[src/rtl/sram_req_adapter.sv]
// sram_req_adapter: valid/ready request stream to a SyncRam port, in-order responses through a 2-entry buffer.
// Optional address range check enabled by defining SRAM_REQ_ADAPTER_ERR_EN.
module sram_req_adapter #(
    parameter int ADDR_WIDTH = 12,
    parameter int DATA_WIDTH = 32,
    parameter int DEPTH      = 1 << (ADDR_WIDTH - $clog2(DATA_WIDTH / 8))
) (
    input  logic                    clock,
    input  logic                    reset,
    input  logic                    req_valid,
    output logic                    req_ready,
    input  logic                    req_write,
    input  logic [ADDR_WIDTH-1:0]   req_addr,
    input  logic [DATA_WIDTH-1:0]   req_wdata,
    input  logic [DATA_WIDTH/8-1:0] req_wstrb,
    output logic                    resp_valid,
    input  logic                    resp_ready,
    output logic                    resp_write,
    output logic [DATA_WIDTH-1:0]   resp_rdata,
    output logic                    resp_err,
    output logic [ADDR_WIDTH-1:0]   ram_raddr,
    output logic [ADDR_WIDTH-1:0]   ram_waddr,
    output logic [DATA_WIDTH/8-1:0] ram_wstrb,
    output logic [DATA_WIDTH-1:0]   ram_wdata,
    input  logic [DATA_WIDTH-1:0]   ram_rdata
);
    localparam int OFF = $clog2(DATA_WIDTH / 8);
    localparam int RW  = DATA_WIDTH + 2;

    if (DEPTH < 1 || DATA_WIDTH % 8 != 0) begin : g_bad_cfg
        $error("sram_req_adapter: bad DEPTH or DATA_WIDTH");
    end

    logic            fire, err, push, pop, nonempty;
    logic            s1_valid, s1_write, s1_err;
    logic            wptr, rptr;
    logic [1:0]      count;
    logic [DATA_WIDTH-1:0] s1_rdata;
    logic [RW-1:0]   s1_word, head;
    logic [RW-1:0]   mem [2];

`ifdef SRAM_REQ_ADAPTER_ERR_EN
    localparam logic [ADDR_WIDTH:0] LIMIT = (ADDR_WIDTH + 1)'(DEPTH);
    assign err = {1'b0, req_addr >> OFF} >= LIMIT;
`else
    assign err = 1'b0;
`endif

    // Occupancy of s1 plus FIFO never exceeds 2, so the buffer cannot overflow.
    assign req_ready = !reset && (count + {1'b0, s1_valid} <= 2'd1);

    always_comb begin
        fire       = req_valid && req_ready;
        nonempty   = count != 2'd0;
        push       = s1_valid && !(!nonempty && resp_ready);
        pop        = nonempty && resp_ready;
        s1_rdata   = (s1_write || s1_err) ? '0 : ram_rdata;
        s1_word    = {s1_write, s1_err, s1_rdata};
        head       = nonempty ? mem[rptr] : s1_word;
        resp_valid = nonempty || s1_valid;
        {resp_write, resp_err, resp_rdata} = head;
        ram_raddr  = req_addr;
        ram_waddr  = req_addr;
        ram_wdata  = req_wdata;
        ram_wstrb  = (fire && req_write && !err) ? req_wstrb : '0;
    end

    always_ff @(posedge clock or posedge reset) begin
        if (reset) begin
            s1_valid <= 1'b0;
            s1_write <= 1'b0;
            s1_err   <= 1'b0;
            wptr     <= 1'b0;
            rptr     <= 1'b0;
            count    <= 2'd0;
        end else begin
            s1_valid <= fire;
            s1_write <= fire && req_write;
            s1_err   <= fire && err;
            if (push) wptr <= ~wptr;
            if (pop) rptr <= ~rptr;
            count <= count + {1'b0, push} - {1'b0, pop};
        end
    end

    always_ff @(posedge clock)
        if (push) mem[wptr] <= s1_word;
endmodule

[config.mk]
export PLATFORM = sky130hd
export DESIGN_NAME = sram_req_adapter
export DESIGN_NICKNAME = d
export VERILOG_FILES = /design/src/rtl/sram_req_adapter.sv
export SDC_FILE = /design/constraint.sdc
export NUM_CORES = 1
export LEC_CHECK = 0
export CAP_MARGIN = 20
export CORE_ASPECT_RATIO = 2
export CORE_MARGIN = 1.5
export CORE_UTILIZATION = 45
export DETAILED_ROUTE_END_ITERATION = 16
export GPL_TIMING_DRIVEN = 0
export PLACE_DENSITY_LB_ADDON = 0.1
export SYNTH_ARGS = -nofsm -noshare
export SYNTH_HDL_FRONTEND = slang
export SYNTH_SLANG_ARGS = --single-unit
export TNS_END_PERCENT = 20
[constraint.sdc]
create_clock -name clock -period 4.7 [get_ports clock]
set_clock_uncertainty 0.2 [all_clocks]
set_input_delay 0.47 -clock clock [delete_from_list [all_inputs] [get_ports clock]]
set_output_delay 0.47 -clock clock [all_outputs]
set_load 0.005 [all_outputs]
# After elaboration in Yosys (flattened, before gate mapping)

Memory sizes are Yosys's and may differ from the RTL's.
Index checks and enable logic that the tools add are counted.

Register bits: 6
RAM bits: 66
Input port bits: 85
Output and inout port bits: 96
Logic and storage cells: 28
Memories kept: 1

Add/subtract/negate cells: 3
Order comparisons: 1
Muxes and demuxes: 5
Bitwise gates (word level): 2
Reductions and logical operators: 11

Memory list:

| memory | words | bits a word | read ports | clocked after Yosys merged registers in | write ports | RTL line | RTL |
|---|---|---|---|---|---|---|---|
| mem    | 2     | 33          | 1          | 0                                       | 1           | 40       | `logic [RW-1:0] mem [2];` |

Operators by type and width:

| kind                                                            | count |
|---|---|
| 2-to-1 mux 34 bit                                               | 1 |
| 2-to-1 mux 32 bit                                               | 1 |
| logical AND 1 bit                                               | 6 |
| adder 2 x 1 -> 2 bit                                            | 2 |
| 2-to-1 mux 4 bit                                                | 1 |
| zero test 1 bit                                                 | 3 |
| less-or-equal comparator 2 x 1 -> 1 bit (second input constant) | 1 |
| 2-to-1 mux 1 bit                                                | 2 |
| inverter 1 bit                                                  | 2 |
| nonzero test 2 bit                                              | 1 |
| subtractor 2 x 1 -> 2 bit                                       | 1 |
| logical OR 1 bit                                                | 1 |

# Logic depth before layout (Yosys ltp)

Gate-level depths: netlist of the first run.

Depth after elaboration: 7
Depth in mapped cells: 8
Gate-level depth less buffers: 7

# Worst setup path after synthesis of the first run

Ideal clock, no wire load.

Path kind: input to register
Start point: input port resp_ready
End point: memory mem[0][0] in the netlist's numbering, enable pin
Setup time: 423 ps
Data arrival time: 2044 ps
Data required time: 4077 ps
Setup slack: 2034 ps
Cell stages on the path: 2
Buffers on the path: 0
Cells stage by stage: nor3b_1 > nor2_1

Longest elaborated chain between the ends: 5

Ends and longest elaborated chain:

| item                                   | RTL line | RTL |
|---|---|---|
| start: declaration                     | 17       | `input logic resp_ready,` |
| logical AND 1 bit                      | 55       | `push = s1_valid && !(!nonempty && resp_ready);` |
| zero test 1 bit                        | 55       |  |
| logical AND 1 bit                      | 55       |  |
| 2-to-1 mux 1 bit                       | 87       | `if (push) mem[wptr] <= s1_word;` |
| 2-to-1 mux 1 bit (implied by the code) | 87       |  |
| end: declaration                       | 40       |  |

Every way passes these cells.

# Final worst setup path of the first run

Start point: register s1_write
End point: output port resp_rdata[8]

Longest elaborated chain between the ends: 2

Ends and longest elaborated chain:

| item                     | RTL line | RTL |
|---|---|---|
| start: declaration       | 35       | `logic s1_valid, s1_write, s1_err;` |
| start signal: assignment | 78       | `s1_write <= fire && req_write;` |
| 2-to-1 mux 32 bit        | 57       | `s1_rdata = (s1_write \|\| s1_err) ? '0 : ram_rdata;` |
| via s1_rdata[8]          | 38       | `logic [DATA_WIDTH-1:0] s1_rdata;` |
| 2-to-1 mux 34 bit        | 59       | `head = nonempty ? mem[rptr] : s1_word;` |
| end: declaration         | 19       | `output logic [DATA_WIDTH-1:0] resp_rdata,` |

The timed path passes the listed nets, and every way through them passes these cells.

==> summary.txt, run 1 <==
Status
  • Outcome: finished, final reports clean

Drt
  • Count of vias placed by the detailed router: 2501
  • Total Wirelength: 8110 µm
  • Number of search-and-repair iterations in the first detailed-routing pass: 6
  • Post-route DRC: 0
  • Average via count per standard cell: 4.76
  • DRT iter0 DRCs: 149
  • Number of routed nets with antenna violations: 0
  • Routed wire per std cell: 15.4 µm

STA
  • Final hold vios: 0
  • Setup repair after global routing missed its margin: false
  • Fin. max-slew vios: 0
  • Max Freq: 0.348 GHz
  • Transition time at the pin with the least slew margin: 0.830 ns
  • Fin crit period: 2.87 ns
  • Setup total negative slack: 0 ns
  • Post-Route Hold Slack: 0.221 ns
  • Period utilisation layout: 61.2%
  • Count of endpoints failing setup in the final report: 0
  • Worst max-slew margin expressed relative to the limit: 44.6%

Logic synthesis
  • Cell count after synthesis: 274
  • Proportion of netlist area held by the largest area contributor: 49.7%
  • Library cell with the highest instance count after synthesis: edfxtp_1
  • #FFs+latches synth: 72
  • Mean instance size in the synthesized netlist: 14.5 µm²
  • Number of enable flip-flop cells after synthesis: 66
  • Biggest area consumer among synthesized cells: edfxtp_1
  • Predominant post-synthesis flop cell: edfxtp_1
  • Distinct cell type count after synthesis: 30
  • Top cell types by occurrence after synthesis: edfxtp_1 (66), buf_4 (60), mux2_2 (37), mux2_4 (29), and2b_1 (24)
  • Net count after synthesis: 361
  • Leading cell types by total area after synthesis: edfxtp_1 (50%), buf_4 (11%), mux2_4 (11%)
  • Proportion of synthesized chip area in sequential cells: 53.5%
  • Ys async rst share: 8.33%
  • Mapped Area: 3990 µm²
  • Count of synthesis-stage warnings from yosys: 0

CTS
  • CTS H-Tree Depth: 3
  • Clock tree from TritonCTS: yes
  • Number of buffers created by CTS: 9
  • Clock root buffer: clkbuf_16
  • Resize count post-CTS: 0
  • Clock sink count: 72
  • Cts-stage hold buffer count: 0
  • Clk_lat worst skew: 0.32 ns
  • Bufs on Longest Clock Path: 2
  • Setup bufs post-CTS: 0
  • Clk pin slew, worst setup/hold paths: 0.05 ns

Flow run
  • Reported max-cap violation count: 0

GRT
  • Largest net degree at the start of global routing: 34
  • Total routing resource utilization after global routing: 17.4%
  • Fraction of met1 tracks used by global routing: 19.2%
  • Global-route wire length before repair: 12700 µm
  • GR Layer Usage met2: 31.5%
  • Aggregate global routing overflow: 0
  • Via count of the first global-routing pass: 2575
  • Antenna violations before repair: 0
  • Layer with the highest usage: met2
  • Met3 Track Usage GR: 4.45%

Floorplanning
  • Area of the die: 9460 µm²
  • Effective utilization at floorplan: 46.4%
  • Core area: 8590 µm²
  • Placement Rows: 48
  • Number of placed I/O pins: 181
  • Height of the die: 136 µm
  • Width of the die: 69.5 µm

Placement
  • Placed cells: 510
  • Final HPWL DP: 6000 µm
  • Port Buffers: 135
  • Weighted congestion at the end of routability-driven global placement: 0.750

Layout
  • Syn-to-layout area delta: 44.7%
  • Final #Nets: 508
  • Final standard cell count with taps included and fillers excluded: 525
  • Share of final-layout standard cells stronger than drive strength 1: 35.1%
  • Number of antenna cells inserted: 0

Worst setup path
  • Delay contributed by the slowest stage of the critical path: 0.48 ns
  • CP Data Required Time: 4.03 ns
  • Data arrival time at the worst-slack endpoint: 2.20 ns
  • R2R Setup Slk: 2.54 ns
  • Critical path class: reg -> out
  • Nature of the critical path endpoint: output port
  • Worst path slowest cell: dfrtp_1
  • Critical path startpoint category: flip-flop
  • Cells along the critical path: clkbuf_1, and2b_1, mux2_2, clkdlybuf4s50_1
  • Peak fanout along the critical path: 10
  • Top cell family by delay on the critical path: buffers and inverters
  • Buf/Inv on CP: 2

Power
  • VDD IR-drop max: 0.000292 V
  • Standby leakage power: 2.28 nW
  • Power per unit of standard cell area: 474 nW/µm²

Hold path
  • Worst hold path class: in -> async
## stage by stage
| step | worst slack [ns] | util, % | cell area [µm²] | power [W] |
|---|---|---|---|---|
| after floorplan | 2.03 | - | 3990 | 0.00160 |
| after global placement | 0.656 | 63.6 | 5460 | 0.00212 |
| after detailed placement | 1.96 | 63.9 | 5490 | 0.00214 |
| after CTS | 1.76 | 67.2 | 5770 | 0.00278 |
| after global routing | 1.72 | 67.2 | 5770 | 0.00289 |
| final | 1.83 | 67.2 | 5770 | 0.00274 |
## per-layer routing
| layer | vias up | routed length (µm) | part of all wire (%) |
|---|---|---|---|
| met5 | - | 0 | 0 |
| li1 | 1209 | - | - |
| met4 | 0 | 102 | 1.3 |
| met1 | 1173 | 3070 | 38 |
| met2 | 114 | 4450 | 55 |
| met3 | 5 | 480 | 5.9 |
## registers in the layout, summed over array words and instances, names as in the netlist
name	count
wptr	1
mem	66
rptr	1
s1_valid	1
s1_write	1
count	2
## worst paths after layout
kind,from,end,cells after the start
min,reset,s1_valid$_DFF_PP0_,2
max,s1_write$_DFF_PP0_,resp_rdata[8],4
min in group clock,wptr$_DFFE_PP0P_,wptr$_DFFE_PP0P_,2
max reg2reg,count[0]$_DFF_PP0_,mem[1][8]$_DFFE_PP_,3
max in group asynchronous,reset,count[1]$_DFF_PP0_,2
min reg2reg,wptr$_DFFE_PP0P_,wptr$_DFFE_PP0P_,2
## kinds of logic (layout without fill, tap and decap cells)
kind of cell,after synthesis,count (layout),synth area share (%)
DFF,72,72,53.5
xor gates and xnor gates,3,3,0.659
adders and majority gates,2,2,0.628
other,1,1,0.0941
and+or+nand+nor,48,48,8.38
buffers and inverters,73,224,14.0
AOI/OAI and AO/OA,9,9,1.35
muxes,66,66,21.4
## placed cells by master (no fill, tap or decap), types with 4 or more instances in the layout
cell and instances:
clkdlybuf4s50_1 135, edfxtp_1 66, buf_4 60, mux2_2 37, mux2_4 29, and2b_1 24
nor2b_1 9, clkbuf_16 9, dfrtp_1 6, a21oi_1 5, nand3_1 4, clkbuf_1 4
buf_12 4, inv_1 4
## power by group
part	switching, W	total [W]	internal (W)
sequential	0.0000245	0.000826	0.000802
clock	0.000228	0.000631	0.000403
combinational	0.000452	0.00128	0.000827
## worst register-to-register path: cells and delay by family, from the launching register on
family | cells | cell delay [ns]
buf+inv | 1 | 0.16
flops | 1 | 0.35
simple gates | 2 | 1.07
## cell type report
| type | count | area [µm²] |
|---|---|---|
| sequential | 72 | 2130 |
| clock buffer | 10 | 229 |
| buffer | 69 | 543 |
| timing repair buffer | 136 | 1370 |
| clock inverter | 5 | 48.8 |
| inverter | 4 | 15.0 |
| multi-input combinational | 129 | 1300 |
| fill | 656 | 2820 |
| tap | 100 | 125 |
No activity file was read; power rests on OpenSTA's default activity.
==> run 2: changes to the inputs <==
CORE_UTILIZATION = 38   (was 45)
clock period = 2.3 ns   (was 4.7 ns; I/O delays follow)
==> summary.txt, run 2 (same netlist as run 1, synthesis figures left out) <==
Drt
  • Average via count per standard cell: 4.49 (-5.7%)
  • Routed wire per std cell: 15.4 µm (about the same)
  • Number of search-and-repair iterations in the first detailed-routing pass: 4 (-2)
  • DRT iter0 DRCs: 104 (-30%)
  • Number of routed nets with antenna violations: 0 (unchanged)
  • Post-route DRC: 0 (unchanged)
  • Count of vias placed by the detailed router: 2546 (+1.8%)
  • Total Wirelength: 8750 µm (+7.9%)

Layout
  • Max FFs per register: 66 (unchanged)
  • Post-layout util: 58.9% (-8.2 points)
  • Share of final-layout standard cells stronger than drive strength 1: 37.3% (+2.2 points)
  • Final standard cell count with taps included and fillers excluded: 567 (+8.0%)
  • Most used cells in the layout excluding fill and tap cells: clkdlybuf4s50_1 (98), edfxtp_1 (66), buf_4 (61), mux2_2 (37), dlygate4sd2_1 (34)
  • Commonest non-fill, non-tap cell in the layout: clkdlybuf4s50_1
  • Number of antenna cells inserted: 0 (unchanged)
  • Syn-to-layout area delta: 50.1%
  • Register name with the most flops: mem
  • Leading registers by flop count: mem x66, count x2
  • Final #Nets: 514 (+1.2%)

Power
  • Combinational cell fraction of total power: 44.5% (-2.2 points)
  • Int Power: 0.00438 W (+120%)
  • Clock power share: 26.1% (+3.0 points)
  • Standby leakage power: 2.42 nW (+6.3%)
  • VDD IR-drop max: 0.000468 V (+60%)
  • Power per unit of standard cell area: 985 nW/µm² (+110%)
  • Fraction of power spent switching nets: 25.7% (-0.036 points)
  • Switching power: 0.00151 W (+120%)
  • Sequential share of power: 29.4% (-0.8 points)

Floorplanning
  • Placement Rows: 52 (+8.3%)
  • Width of the die: 75.4 µm (+8.4%)
  • Number of placed I/O pins: 181 (unchanged)
  • Effective utilization at floorplan: 39.3% (-7.1 points)
  • Height of the die: 148 µm (+8.6%)
  • Area of the die: 11100 µm² (+18%)
  • Core area: 10100 µm² (+18%)

Status
  • Outcome: finished, final reports clean

Worst setup path
  • CP Data Required Time: 1.87 ns (-2.16 ns)
  • Critical path startpoint category: flip-flop
  • Nature of the critical path endpoint: output port
  • R2R Setup Slk: 0.11 ns (-2.43 ns)
  • Peak fanout along the critical path: 10 (unchanged)
  • Critical path class: reg -> out
  • Data arrival time at the worst-slack endpoint: 1.82 ns (-0.38 ns)

STA
  • Max Freq: 0.445 GHz
  • Period utilisation layout: 97.6%
  • Fin. max-slew vios: 0 (unchanged)
  • Fin crit period: 2.25 ns
  • Setup repair after global routing missed its margin: true
  • Transition time at the pin with the least slew margin: 0.570 ns (-0.261 ns)
  • Count of endpoints failing setup in the final report: 0 (unchanged)
  • Worst max-slew margin expressed relative to the limit: 62.0% (+17 points)
  • Final hold vios: 0 (unchanged)
  • Post-Route Hold Slack: 0.358 ns (+0.136 ns)

Placement
  • Port Buffers: 135 (unchanged)
  • Placed cells: 545 (+6.9%)
  • Final HPWL DP: 6410 µm (+6.8%)
  • Weighted congestion at the end of routability-driven global placement: 0.768 (+2.4%)

CTS
  • Clk pin slew, worst setup/hold paths: 0.05 ns (about the same)
  • Number of buffers created by CTS: 9 (unchanged)
  • CTS H-Tree Depth: 3 (unchanged)
  • Clock tree from TritonCTS: yes
  • Clock root buffer: clkbuf_16
  • Bufs on Longest Clock Path: 2 (unchanged)
  • Clock sink count: 72 (unchanged)
  • Clk_lat worst skew: 0.32 ns (about the same)

Hold path
  • Worst hold path class: in -> reg

GRT
  • Via count of the first global-routing pass: 2764 (+7.3%)
  • Antenna violations before repair: 0 (unchanged)
  • Largest net degree at the start of global routing: 34 (unchanged)
  • Aggregate global routing overflow: 0 (unchanged)
  • Total routing resource utilization after global routing: 16.2% (-1.2 points)
  • Global-route wire length before repair: 13300 µm (+4.5%)

Flow run
  • Reported max-cap violation count: 0 (unchanged)
## run 2: final cells by class
cell class,count,area [µm²]
Tap cell,135,169
Clock buffer,13,240
Inverter,4,15.0
Sequential cell,72,2140
Buffer,67,577
Multi-Input combinational cell,129,1320
Fill cell,911,4170
Timing Repair Buffer,144,1440
Clock inverter,3,90.1
## run 2: final timing paths
kind,from,endpoint,cells past startpoint
worst min register to register,wptr$_DFFE_PP0P_,wptr$_DFFE_PP0P_,2
worst min-delay path,req_write,s1_write$_DFF_PP0_,3
worst max register to register,count[1]$_DFF_PP0_,count[1]$_DFF_PP0_,9
worst max-delay path,rptr$_DFFE_PP0P_,resp_rdata[9],5
min in group asynchronous,reset,s1_valid$_DFF_PP0_,3
max in group asynchronous,reset,count[0]$_DFF_PP0_,3
## run 2: timing repair
item                                    in CTS  in global routing
gates cloned                                 1                  0
buffers inserted                             4                  2
hold buffers                                 1                  0
endpoints found under the setup margin      37                  4
hold endpoints to repair                     6                  0
gates resized for setup                     57                  4
pin swaps                                    1                  0
## run 2: routing by layer
metal  share of wire [%]  up-vias  wire, µm  global-route usage, %
met3                 6.6        8       577                   4.43
met2                  57      129      4990                   30.5
met1                  35     1183      3030                   15.8
met4                 1.7        0       150                   6.43
li1                    -     1226         -                      -
met5                   0        -         0                      0
## run 2: power by group through the flow
stage | Clock (W) | Combinational, W | Sequential [W]
after floorplan | 0 | 0.00157 | 0.00170
after global placement | 0 | 0.00266 | 0.00171
after detailed placement | 0 | 0.00268 | 0.00172
after CTS | 0.00157 | 0.00268 | 0.00173
after global routing | 0.00162 | 0.00284 | 0.00175
final | 0.00154 | 0.00262 | 0.00173
## run 2: worst max-delay path, stage by stage, from the launching register on
cell	delay (ns)
dfrtp_1	0.36
buf_6	0.15
buf_12	0.15
mux2_4	0.29
mux2_2	0.27
dlygate4sd2_1	0.27
## run 2: metrics by stage
step                area (µm²)  setup WS, ns  total power, W  TNS [ns]
finish                    5980        0.0549         0.00589         0
global route              5980      -0.00457         0.00621  -0.00751
CTS                       5960        0.0185         0.00598         0
detailed placement        5530        -0.132         0.00440     -4.68
global placement          5510        -0.672         0.00437    -43.24
floorplan                 3990         0.207         0.00327         0
